<file path="config.mk">
export PLATFORM = sky130hd
export DESIGN_NAME = ps2_key_rx
export DESIGN_NICKNAME = d
export VERILOG_FILES = /design/src/rtl/ps2_key_rx.sv
export SDC_FILE = /design/constraint.sdc
export NUM_CORES = 1
export LEC_CHECK = 0
export BUFFER_PORTS_ARGS = -buffer_cell sky130_fd_sc_hd__buf_2
export CAP_MARGIN = 20
export CORE_MARGIN = 3
export CORE_UTILIZATION = 55
export DETAILED_ROUTE_END_ITERATION = 10
export PLACE_DENSITY_LB_ADDON = 0.2
export SLEW_MARGIN = 20
export SYNTH_ARGS = -nofsm -noshare
export SYNTH_HDL_FRONTEND = slang
export SYNTH_SLANG_ARGS = --single-unit
</file>
<file path="constraint.sdc">
create_clock -name clk -period 5.9 [get_ports clk]
set_clock_uncertainty 0.2 [all_clocks]
set_input_delay 0.59 -clock clk [delete_from_list [all_inputs] [get_ports clk]]
set_output_delay 0.59 -clock clk [all_outputs]
set_load 0.01 [all_outputs]
</file>
<file path="src/rtl/ps2_key_rx.sv">
// PS/2 keyboard receiver: synchronises and de-glitches the PS/2 clock, deframes 11-bit frames, folds E0/F0 prefixes into flags, queues keys in a 4-entry FIFO.
// Latency: key_valid rises 2 clk cycles after the filtered falling edge of the stop bit when the FIFO was empty.
// Backpressure: key_valid/key_ready handshake; a key decoded while the FIFO is full and not popping that cycle is dropped with an overflow pulse.
//
// Ports:
//   clk, rst_n           system clock (rising edge), asynchronous active-low reset
//   ps2_clk, ps2_data    raw PS/2 lines, asynchronous to clk
//   key_code/ext/rel     FIFO head: scancode plus "preceded by E0" / "preceded by F0"
//   key_valid, key_ready head handshake; head is popped when both are high
//   frame_err            one-cycle pulse on parity, stop-bit or timeout error
//   overflow             one-cycle pulse when a decoded key is dropped (FIFO full)
module ps2_key_rx #(
    parameter int FILTER_LEN  = 8,
    parameter int TIMEOUT_CYC = 50000
) (
    input  logic       clk,
    input  logic       rst_n,
    input  logic       ps2_clk,
    input  logic       ps2_data,
    output logic [7:0] key_code,
    output logic       key_ext,
    output logic       key_rel,
    output logic       key_valid,
    input  logic       key_ready,
    output logic       frame_err,
    output logic       overflow
);

    localparam int FCW = $clog2(FILTER_LEN + 1);
    localparam int TCW = $clog2(TIMEOUT_CYC + 1);

    typedef enum logic [1:0] {
        IDLE   = 2'd0,
        DATA   = 2'd1,
        PARITY = 2'd2,
        STOP   = 2'd3
    } state_t;

    // ------------------------------------------------------------------
    // Two-flop synchronisers; reset to the idle line level.
    // ------------------------------------------------------------------
    logic clk_s1_q, clk_s2_q;
    logic dat_s1_q, dat_s2_q;

    always_ff @(posedge clk or negedge rst_n) begin
        if (!rst_n) begin
            clk_s1_q <= 1'b1;
            clk_s2_q <= 1'b1;
            dat_s1_q <= 1'b1;
            dat_s2_q <= 1'b1;
        end else begin
            clk_s1_q <= ps2_clk;
            clk_s2_q <= clk_s1_q;
            dat_s1_q <= ps2_data;
            dat_s2_q <= dat_s1_q;
        end
    end

    // ------------------------------------------------------------------
    // Clock filter: the filtered level follows the synchronised clock only
    // after FILTER_LEN consecutive samples disagree with it. Any agreeing
    // sample restarts the run, so short glitches never reach the deframer.
    // ------------------------------------------------------------------
    logic           filt_q, filt_d;
    logic           filt_prev_q;
    logic [FCW-1:0] filt_cnt_q, filt_cnt_d;
    logic           fall;

    always_comb begin
        filt_d     = filt_q;
        filt_cnt_d = '0;
        if (clk_s2_q != filt_q) begin
            if (filt_cnt_q == FCW'(FILTER_LEN - 1)) begin
                filt_d = clk_s2_q;
            end else begin
                filt_cnt_d = filt_cnt_q + 1'b1;
            end
        end
    end

    always_ff @(posedge clk or negedge rst_n) begin
        if (!rst_n) begin
            filt_q      <= 1'b1;
            filt_prev_q <= 1'b1;
            filt_cnt_q  <= '0;
        end else begin
            filt_q      <= filt_d;
            filt_prev_q <= filt_q;
            filt_cnt_q  <= filt_cnt_d;
        end
    end

    // Exactly one cycle high per filtered 1->0 transition.
    assign fall = filt_prev_q & ~filt_q;

    // ------------------------------------------------------------------
    // Deframer FSM
    // ------------------------------------------------------------------
    state_t         state_q, state_d;
    logic [2:0]     bit_cnt_q, bit_cnt_d;
    logic [7:0]     shift_q, shift_d;
    logic           par_q, par_d;
    logic [TCW-1:0] to_cnt_q, to_cnt_d;
    logic           byte_vld_q, byte_vld_d;
    logic           err_q, err_d;

    always_comb begin
        state_d    = state_q;
        bit_cnt_d  = bit_cnt_q;
        shift_d    = shift_q;
        par_d      = par_q;
        byte_vld_d = 1'b0;
        err_d      = 1'b0;
        to_cnt_d   = (state_q == IDLE || fall) ? '0 : to_cnt_q + 1'b1;

        unique case (state_q)
            IDLE: begin
                // A fall with data high is line noise, not a start bit.
                if (fall && !dat_s2_q) begin
                    state_d   = DATA;
                    bit_cnt_d = 3'd0;
                end
            end
            DATA: begin
                if (fall) begin
                    shift_d   = {dat_s2_q, shift_q[7:1]};
                    bit_cnt_d = bit_cnt_q + 1'b1;
                    if (bit_cnt_q == 3'd7) begin
                        state_d = PARITY;
                    end
                end
            end
            PARITY: begin
                if (fall) begin
                    par_d   = dat_s2_q;
                    state_d = STOP;
                end
            end
            STOP: begin
                if (fall) begin
                    state_d = IDLE;
                    // Odd parity over data plus parity bit, and a high stop bit.
                    if (dat_s2_q && ((^shift_q) ^ par_q)) begin
                        byte_vld_d = 1'b1;
                    end else begin
                        err_d = 1'b1;
                    end
                end
            end
            default: state_d = IDLE;
        endcase

        // A stalled partial frame is abandoned; prefix flags are left alone.
        if (state_q != IDLE && !fall && to_cnt_q == TCW'(TIMEOUT_CYC - 1)) begin
            state_d  = IDLE;
            err_d    = 1'b1;
            to_cnt_d = '0;
        end
    end

    always_ff @(posedge clk or negedge rst_n) begin
        if (!rst_n) begin
            state_q    <= IDLE;
            bit_cnt_q  <= '0;
            shift_q    <= '0;
            par_q      <= 1'b0;
            to_cnt_q   <= '0;
            byte_vld_q <= 1'b0;
            err_q      <= 1'b0;
        end else begin
            state_q    <= state_d;
            bit_cnt_q  <= bit_cnt_d;
            shift_q    <= shift_d;
            par_q      <= par_d;
            to_cnt_q   <= to_cnt_d;
            byte_vld_q <= byte_vld_d;
            err_q      <= err_d;
        end
    end

    assign frame_err = err_q;

    // ------------------------------------------------------------------
    // Prefix handling. shift_q still holds the accepted byte in the cycle
    // after the stop fall, since a new frame cannot start that quickly.
    // ------------------------------------------------------------------
    logic ext_pend_q, ext_pend_d;
    logic rel_pend_q, rel_pend_d;
    logic push;

    always_comb begin
        ext_pend_d = ext_pend_q;
        rel_pend_d = rel_pend_q;
        push       = 1'b0;
        if (byte_vld_q) begin
            if (shift_q == 8'hE0) begin
                ext_pend_d = 1'b1;
            end else if (shift_q == 8'hF0) begin
                rel_pend_d = 1'b1;
            end else begin
                // Flags are consumed even if the FIFO then drops the key.
                push       = 1'b1;
                ext_pend_d = 1'b0;
                rel_pend_d = 1'b0;
            end
        end
    end

    always_ff @(posedge clk or negedge rst_n) begin
        if (!rst_n) begin
            ext_pend_q <= 1'b0;
            rel_pend_q <= 1'b0;
        end else begin
            ext_pend_q <= ext_pend_d;
            rel_pend_q <= rel_pend_d;
        end
    end

    // ------------------------------------------------------------------
    // 4-entry key FIFO, entry = {code, ext, rel}
    // ------------------------------------------------------------------
    logic [9:0] mem_q [4];
    logic [1:0] wr_ptr_q, wr_ptr_d;
    logic [1:0] rd_ptr_q, rd_ptr_d;
    logic [2:0] cnt_q, cnt_d;
    logic       key_valid_q, key_valid_d;
    logic       pop, full, wr_en;

    assign pop  = key_valid_q & key_ready;
    assign full = (cnt_q == 3'd4);
    // When full, a same-cycle pop frees the head slot, which is exactly the
    // slot the write pointer addresses, so the push can still land.
    assign wr_en    = push & (~full | pop);
    assign overflow = push & full & ~pop;

    always_comb begin
        wr_ptr_d    = wr_ptr_q + {1'b0, wr_en};
        rd_ptr_d    = rd_ptr_q + {1'b0, pop};
        cnt_d       = cnt_q + {2'b00, wr_en} - {2'b00, pop};
        key_valid_d = (cnt_d != 3'd0);
    end

    always_ff @(posedge clk or negedge rst_n) begin
        if (!rst_n) begin
            wr_ptr_q    <= '0;
            rd_ptr_q    <= '0;
            cnt_q       <= '0;
            key_valid_q <= 1'b0;
        end else begin
            wr_ptr_q    <= wr_ptr_d;
            rd_ptr_q    <= rd_ptr_d;
            cnt_q       <= cnt_d;
            key_valid_q <= key_valid_d;
        end
    end

    always_ff @(posedge clk or negedge rst_n) begin
        if (!rst_n) begin
            for (int i = 0; i < 4; i++) begin
                mem_q[i] <= '0;
            end
        end else if (wr_en) begin
            mem_q[wr_ptr_q] <= {shift_q, ext_pend_q, rel_pend_q};
        end
    end

    // Head is only rewritten on the same edge that pops it, so it is stable
    // for as long as the consumer stalls.
    assign {key_code, key_ext, key_rel} = mem_q[rd_ptr_q];
    assign key_valid = key_valid_q;

endmodule

</file>
## After elaboration in Yosys (flattened, before gate mapping)

Index checks and enable logic that the tools add are counted.

- Register bits: 92
- Input port bits: 5
- Output and inout port bits: 13
- Logic and storage cells: 118

- Add/subtract/negate cells: 7
- $lt $le $gt $ge: 3
- Equal/unequal tests: 18
- Mux-type cells: 33
- Bitwise logic cells: 13
- Reductions and logical operators: 20

Operator list:

| cell | number |
|---|---|
| $bwmux W40 | 1 |
| $mux W16 | 2 |
| $mux W10 | 3 |
| $bmux W10 S2 | 1 |
| $demux W10 S2 | 1 |
| $add A16 B1 Y16 const B | 1 |
| $eq A16 B16 Y1 const B | 1 |
| $eq A8 B8 Y1 const B | 2 |
| $mux W1 | 13 |
| $mux W2 | 6 |
| $ne A3 B3 Y1 const B | 4 |
| $reduce_and A2 Y1 | 5 |
| $mux W4 | 2 |
| $pmux W2 S4 | 1 |
| $reduce_xor A8 Y1 | 1 |
| $eq A3 B3 Y1 const B | 2 |
| $ge A3 B3 Y1 const B | 2 |
| $mux W3 | 2 |
| $not A2 Y3 | 2 |
| $pmux W3 S2 | 1 |
| $and A1 B1 Y1 | 5 |
| $logic_and A1 B1 Y1 | 5 |
| $reduce_and A5 Y1 | 1 |
| $add A2 B1 Y2 | 2 |
| 21 further kinds | 28 |

## Logic depth before layout (Yosys ltp)

- Depth after elaboration: 8
- Mapped depth: 10

## Worst setup path after synthesis

OpenSTA, ideal clock, no wires.

- Path type: input to register
- Start point: in key_ready
- End point: reg key_valid_q (netlist: key_valid)
- Library setup time: 0.131 ns
- Arrival time: 2.510 ns
- Setup slack: 3.059 ns
- Cell stages on the path: 8
- Path buffers: 0
- Cell sequence: and2_4 or4b_4 nand3_2 ha_1 inv_1 ha_1 fa_1 or3_1

- Cells in the longest elaborated chain, start to end: 6

RTL lines:

| item | line | source |
|---|---|---|
| from (decl) | 24 | `input logic key_ready,` |
| $and A1 B1 Y1 * | 229 | `assign pop = key_valid_q & key_ready;` |
| $or A1 B1 Y1 | 233 | `assign wr_en = push & (~full \| pop);` |
| $and A1 B1 Y1 | 233 |  |
| $add A3 B1 Y3 | 239 | `cnt_d = cnt_q + {2'b00, wr_en} - {2'b00, pop};` |
| $sub A3 B1 Y3 * | 239 |  |
| net cnt_d[1] | 225 | `logic [2:0] cnt_q, cnt_d;` |
| $reduce_bool A3 Y1 * | 240 | `key_valid_d = (cnt_d != 3'd0);` |
| net key_valid_d | 226 | `logic key_valid_q, key_valid_d;` |
| to (signal assigned) | 253 | `key_valid_q <= key_valid_d;` |
| to (decl) | 226 |  |

The timed path passes the listed nets; every way through them passes the cells marked *.
A chain may end at the register's enable or synchronous reset.

## Final worst setup path

- Start point: reg shift_q[4]
- End point: reg key_valid_q (netlist: key_valid)

- Cells in the longest elaborated chain, start to end: 8
- Elaborated cells between the ends (all ways): 9
- Those cells by class: add/sub: 2; eq/ne: 2; mux: 3; bitwise: 1; reduce/logical: 1

RTL lines:

| item | line | source |
|---|---|---|
| from (decl) | 101 | `logic [7:0] shift_q, shift_d;` |
| from (signal assigned) | 173 | `shift_q <= shift_d;` |
| $eq A8 B8 Y1 | 198 | `end else if (shift_q == 8'hF0) begin` |
| $mux W1 | 198 |  |
| $mux W1 * | 196 | `if (shift_q == 8'hE0) begin` |
| $mux W1 * | 195 | `if (byte_vld_q) begin` |
| $and A1 B1 Y1 * | 233 |  |
| $add A3 B1 Y3 * | 239 |  |
| $sub A3 B1 Y3 * | 239 |  |
| net cnt_d[2] | 225 |  |
| $reduce_bool A3 Y1 * | 240 |  |
| net key_valid_d | 226 |  |

Marks and branches as above.

==> impl_results.md <==
* Slowest CP cell: dfrtp_1
* Total Nets Final at 374
* Total GRT Usage at 17.95%
* Yosys cell types at 45
* Vias per inst at 5.363
* Pin count of the biggest net entering global routing at 60
* Largest family of logic cells by synthesized area: multiplexers
* I/O Buffers at 17
* Initial antenna violation count at 0
* Asr flop ratio synth at 100.0%
* Fill cell total of the finished layout at 588
* CP top delay family: adder cells
* Final Setup Violations at 0
* Detailed Route WL at 6.948 mm
* Pwr/cell area at 327.2 nW/µm²
* Post-synthesis simple-gate area fraction at 11.12%
* CP Launch Point: shift_q[4]
* Setup crit end: key_valid
* Synth warn at 0
* Most frequent cell on the critical path: ha_1
* Initial Util at 57.71%
* Cells after synthesis at 328
* Maximum level of the CTS H-tree at 3
* Die extent in x at 93.94 µm
* Residual DRC count at 0
* Lkg Pwr at 0.002193 µW
* Mux cell area share after synthesis at 18.62%
* Hold violation total from the final report at 0
* Critical path, cell by cell: inv_1 > ha_1 > o2111ai_1 > nand3_2 > ha_1 > inv_1 > ha_1 > fa_1 > xnor2_1 > or3_1
* Reg2reg end: key_valid
* Num CTS Buffers at 9
* Worst min path class: input pin to register
* Sink Count at 92
* Ant diodes at 0
* Antenna viol nets, final at 0
* Crit path launch type: register
* Syn-to-layout area delta at 8.591%
* Peak VDD IR at 0.2678 mV
* First-pass DRT Iterations at 4
* IO Count at 18
* Grt total ovfl at 0
* Core area at 7370 µm²
* CTS tree: yes
* First-pass GRT wire length at 12.23 mm
* Max-slew violations at 0
* Max Root-Sink Buffers at 2
* Routed via count at 2435
* Clk slew on worst S/H paths at 90 ps
* FP Rows at 31
* Slew @ Worst Pin at 944.8 ps
* Area of the multi-input gates at 1847 µm²
* Cell depth of the worst setup path at 10
* Worst Setup End Kind: register
* Synth top area share at 50.60%
* Cell count of the worst hold path at 1
* Setup Total Neg Slack at 0 ps
* Syn nets at 352
* Post-DP HPWL at 4.672 mm
* Synth Cell Area at 4253 µm²
* Clock latency on the worst-skew pair at 350 ps
* R2r setup slk at 2950 ps
* CTS resizes at 0
* Final GP Congestion at 0.8209
* Die ar. at 8824 µm²
* Synthesis-stage register bit count at 92
* Post-Synth XOR/XNOR Area at 4.943%
* Crit path max fanout at 7
* Status: finished, final reports clean
* Max Freq at 339.5 MHz
* Ys flop type: dfrtp_1
* Syn Area/Cell at 12.97 µm²
* Max-slew headroom at 36.67%
* Routed WL per cell at 15.30 µm
* R2r worst-path depth at 10
* WP buf/inv at 2
* RSZ-0062 raised after global routing: false
* Crit Path Class: register to register
* Dominant cells by area after synthesis: dfrtp_1 (51%), mux2_2 (9.8%), ha_1 (5.3%), mux4_2 (5.3%), dfstp_2 (3.7%)
* Max incr delay on CP at 440 ps
* Post-synth EDFFs at 0
* Most frequent cells in the layout: dfrtp_1 (86), mux2_2 (37), nor2_1 (26)
* Iteration-0 DRC Markers at 91
* Root Driver: clkbuf_8
* Most common cell after layout, fill and taps aside: dfrtp_1
* Die Span Y at 93.94 µm
* Worst reg2reg startpoint: shift_q[4]
* Max-cap violations at 0
* Synth Area in Adders at 5.766%
* Worst Path Arrival at 2980 ps
* Worst EP required at 5940 ps
* Share of layout cells above drive strength 1 at 29.58%
* Storage element area at 2310 µm²
* WHS at 129.8 ps
* Seq/Total Area, Yosys at 54.31%
* Fin crit period at 2945 ps
* Cell taking the most area after synthesis: dfrtp_1
* Compound-gate portion of the synthesized area at 2.971%
* Tcrit/Tclk final at 49.92%
* Vias in the first global route at 2600
## per-layer routing
layer	wire [µm]	up-vias	track usage [%]	part of all wire (%)
met1	3282	1218	23.92	47
li1	-	1184	-	-
met4	136	0	7.581	2.0
met5	0	-	0	0
met2	3379	23	29.39	49
met3	150	10	2.644	2.2
## metrics by stage
stage	instances	util (%)	cell area, µm²	total power [µW]	setup WS, ps
finish	454	62.67	4618	1511	2955
global route	454	62.67	4618	1616	2801
CTS	454	62.67	4618	1539	2925
detailed placement	437	60.14	4432	1150	2832
global placement	437	60.14	4432	1132	2903
floorplan	328	-	4253	1056	3059
## logic make-up (layout without fill, tap and decap cells)
logic type / Yosys count / after routing
buffers and inverters: 22 / 49
xor gates and xnor gates: 24 / 24
adders and majority gates: 19 / 19
and+or+nand+nor: 94 / 94
muxes: 57 / 57
DFF: 92 / 92
AOI/OAI and AO/OA: 20 / 20
## where the power goes
part           total (µW)  internal, µW  switching [µW]
Clock                 378           155             223
Combinational         332           160             172
Sequential            801           703            97.4
Total                1510          1020             492
## area by class of cell
type	count	share of cell area (%)
inverters	13	1.057
flip-flops and latches	92	50.01
well taps	99	2.682
repair buffers	20	2.438
clock buffers	9	2.682
clock inverters	7	1.138
multi-input cells	214	39.99
## worst reg2reg max path, stage by stage (launching register included)
cell and delay [ps]:
dfrtp_1 440, inv_1 90, ha_1 240, o2111ai_1 300
nand3_2 180, ha_1 320, inv_1 40, ha_1 190
fa_1 390, xnor2_1 150, or3_1 300
## how the worst min path moves through the flow
stage                         to  slack (ps)  startpoint
finish                  dat_s1_q         130    ps2_data
global route            dat_s1_q         110    ps2_data
CTS                     clk_s1_q         110     ps2_clk
detailed placement      clk_s2_q         150    clk_s1_q
global placement        dat_s2_q         150    dat_s1_q
floorplan           bit_cnt_q[0]          90       rst_n
## timing repair
item | 4_1_cts | 5_1_grt
endpoints found under the setup margin | 0 | 0
hold endpoints to repair | 30 | 0
hold buffers | 1 | 0
setup buffers | 0 | 0
## registers in the layout, indices dropped and copies added (netlist names)
signal       cells
mem_q           40
to_cnt_q        16
shift_q          8
filt_cnt_q       4
bit_cnt_q        3
cnt_q            3
rd_ptr_q         2
state_q          2
wr_ptr_q         2
byte_vld_q       1
clk_s1_q         1
clk_s2_q         1
dat_s1_q         1
dat_s2_q         1
ext_pend_q       1
filt_prev_q      1
filt_q           1
frame_err        1
key_valid        1
par_q            1
rel_pend_q       1
## Yosys cell counts (2+ instances only)
cell type and instances:
a22o_1 2, ha_1 18, nand2_1 25, mux4_2 10
o21ai_0 10, nor2b_1 4, inv_1 12, dfstp_2 6
and3_1 5, nand3_1 9, clkbuf_1 5, nand4_1 2
nor3_1 6, nor3b_1 2, mux2_4 10, dfrtp_1 86
xor2_1 10, nor2_1 26, mux2_2 37, a21oi_1 2
buf_2 2, xnor2_1 14, nor4_1 3
(Power assumes the default switching activity.)
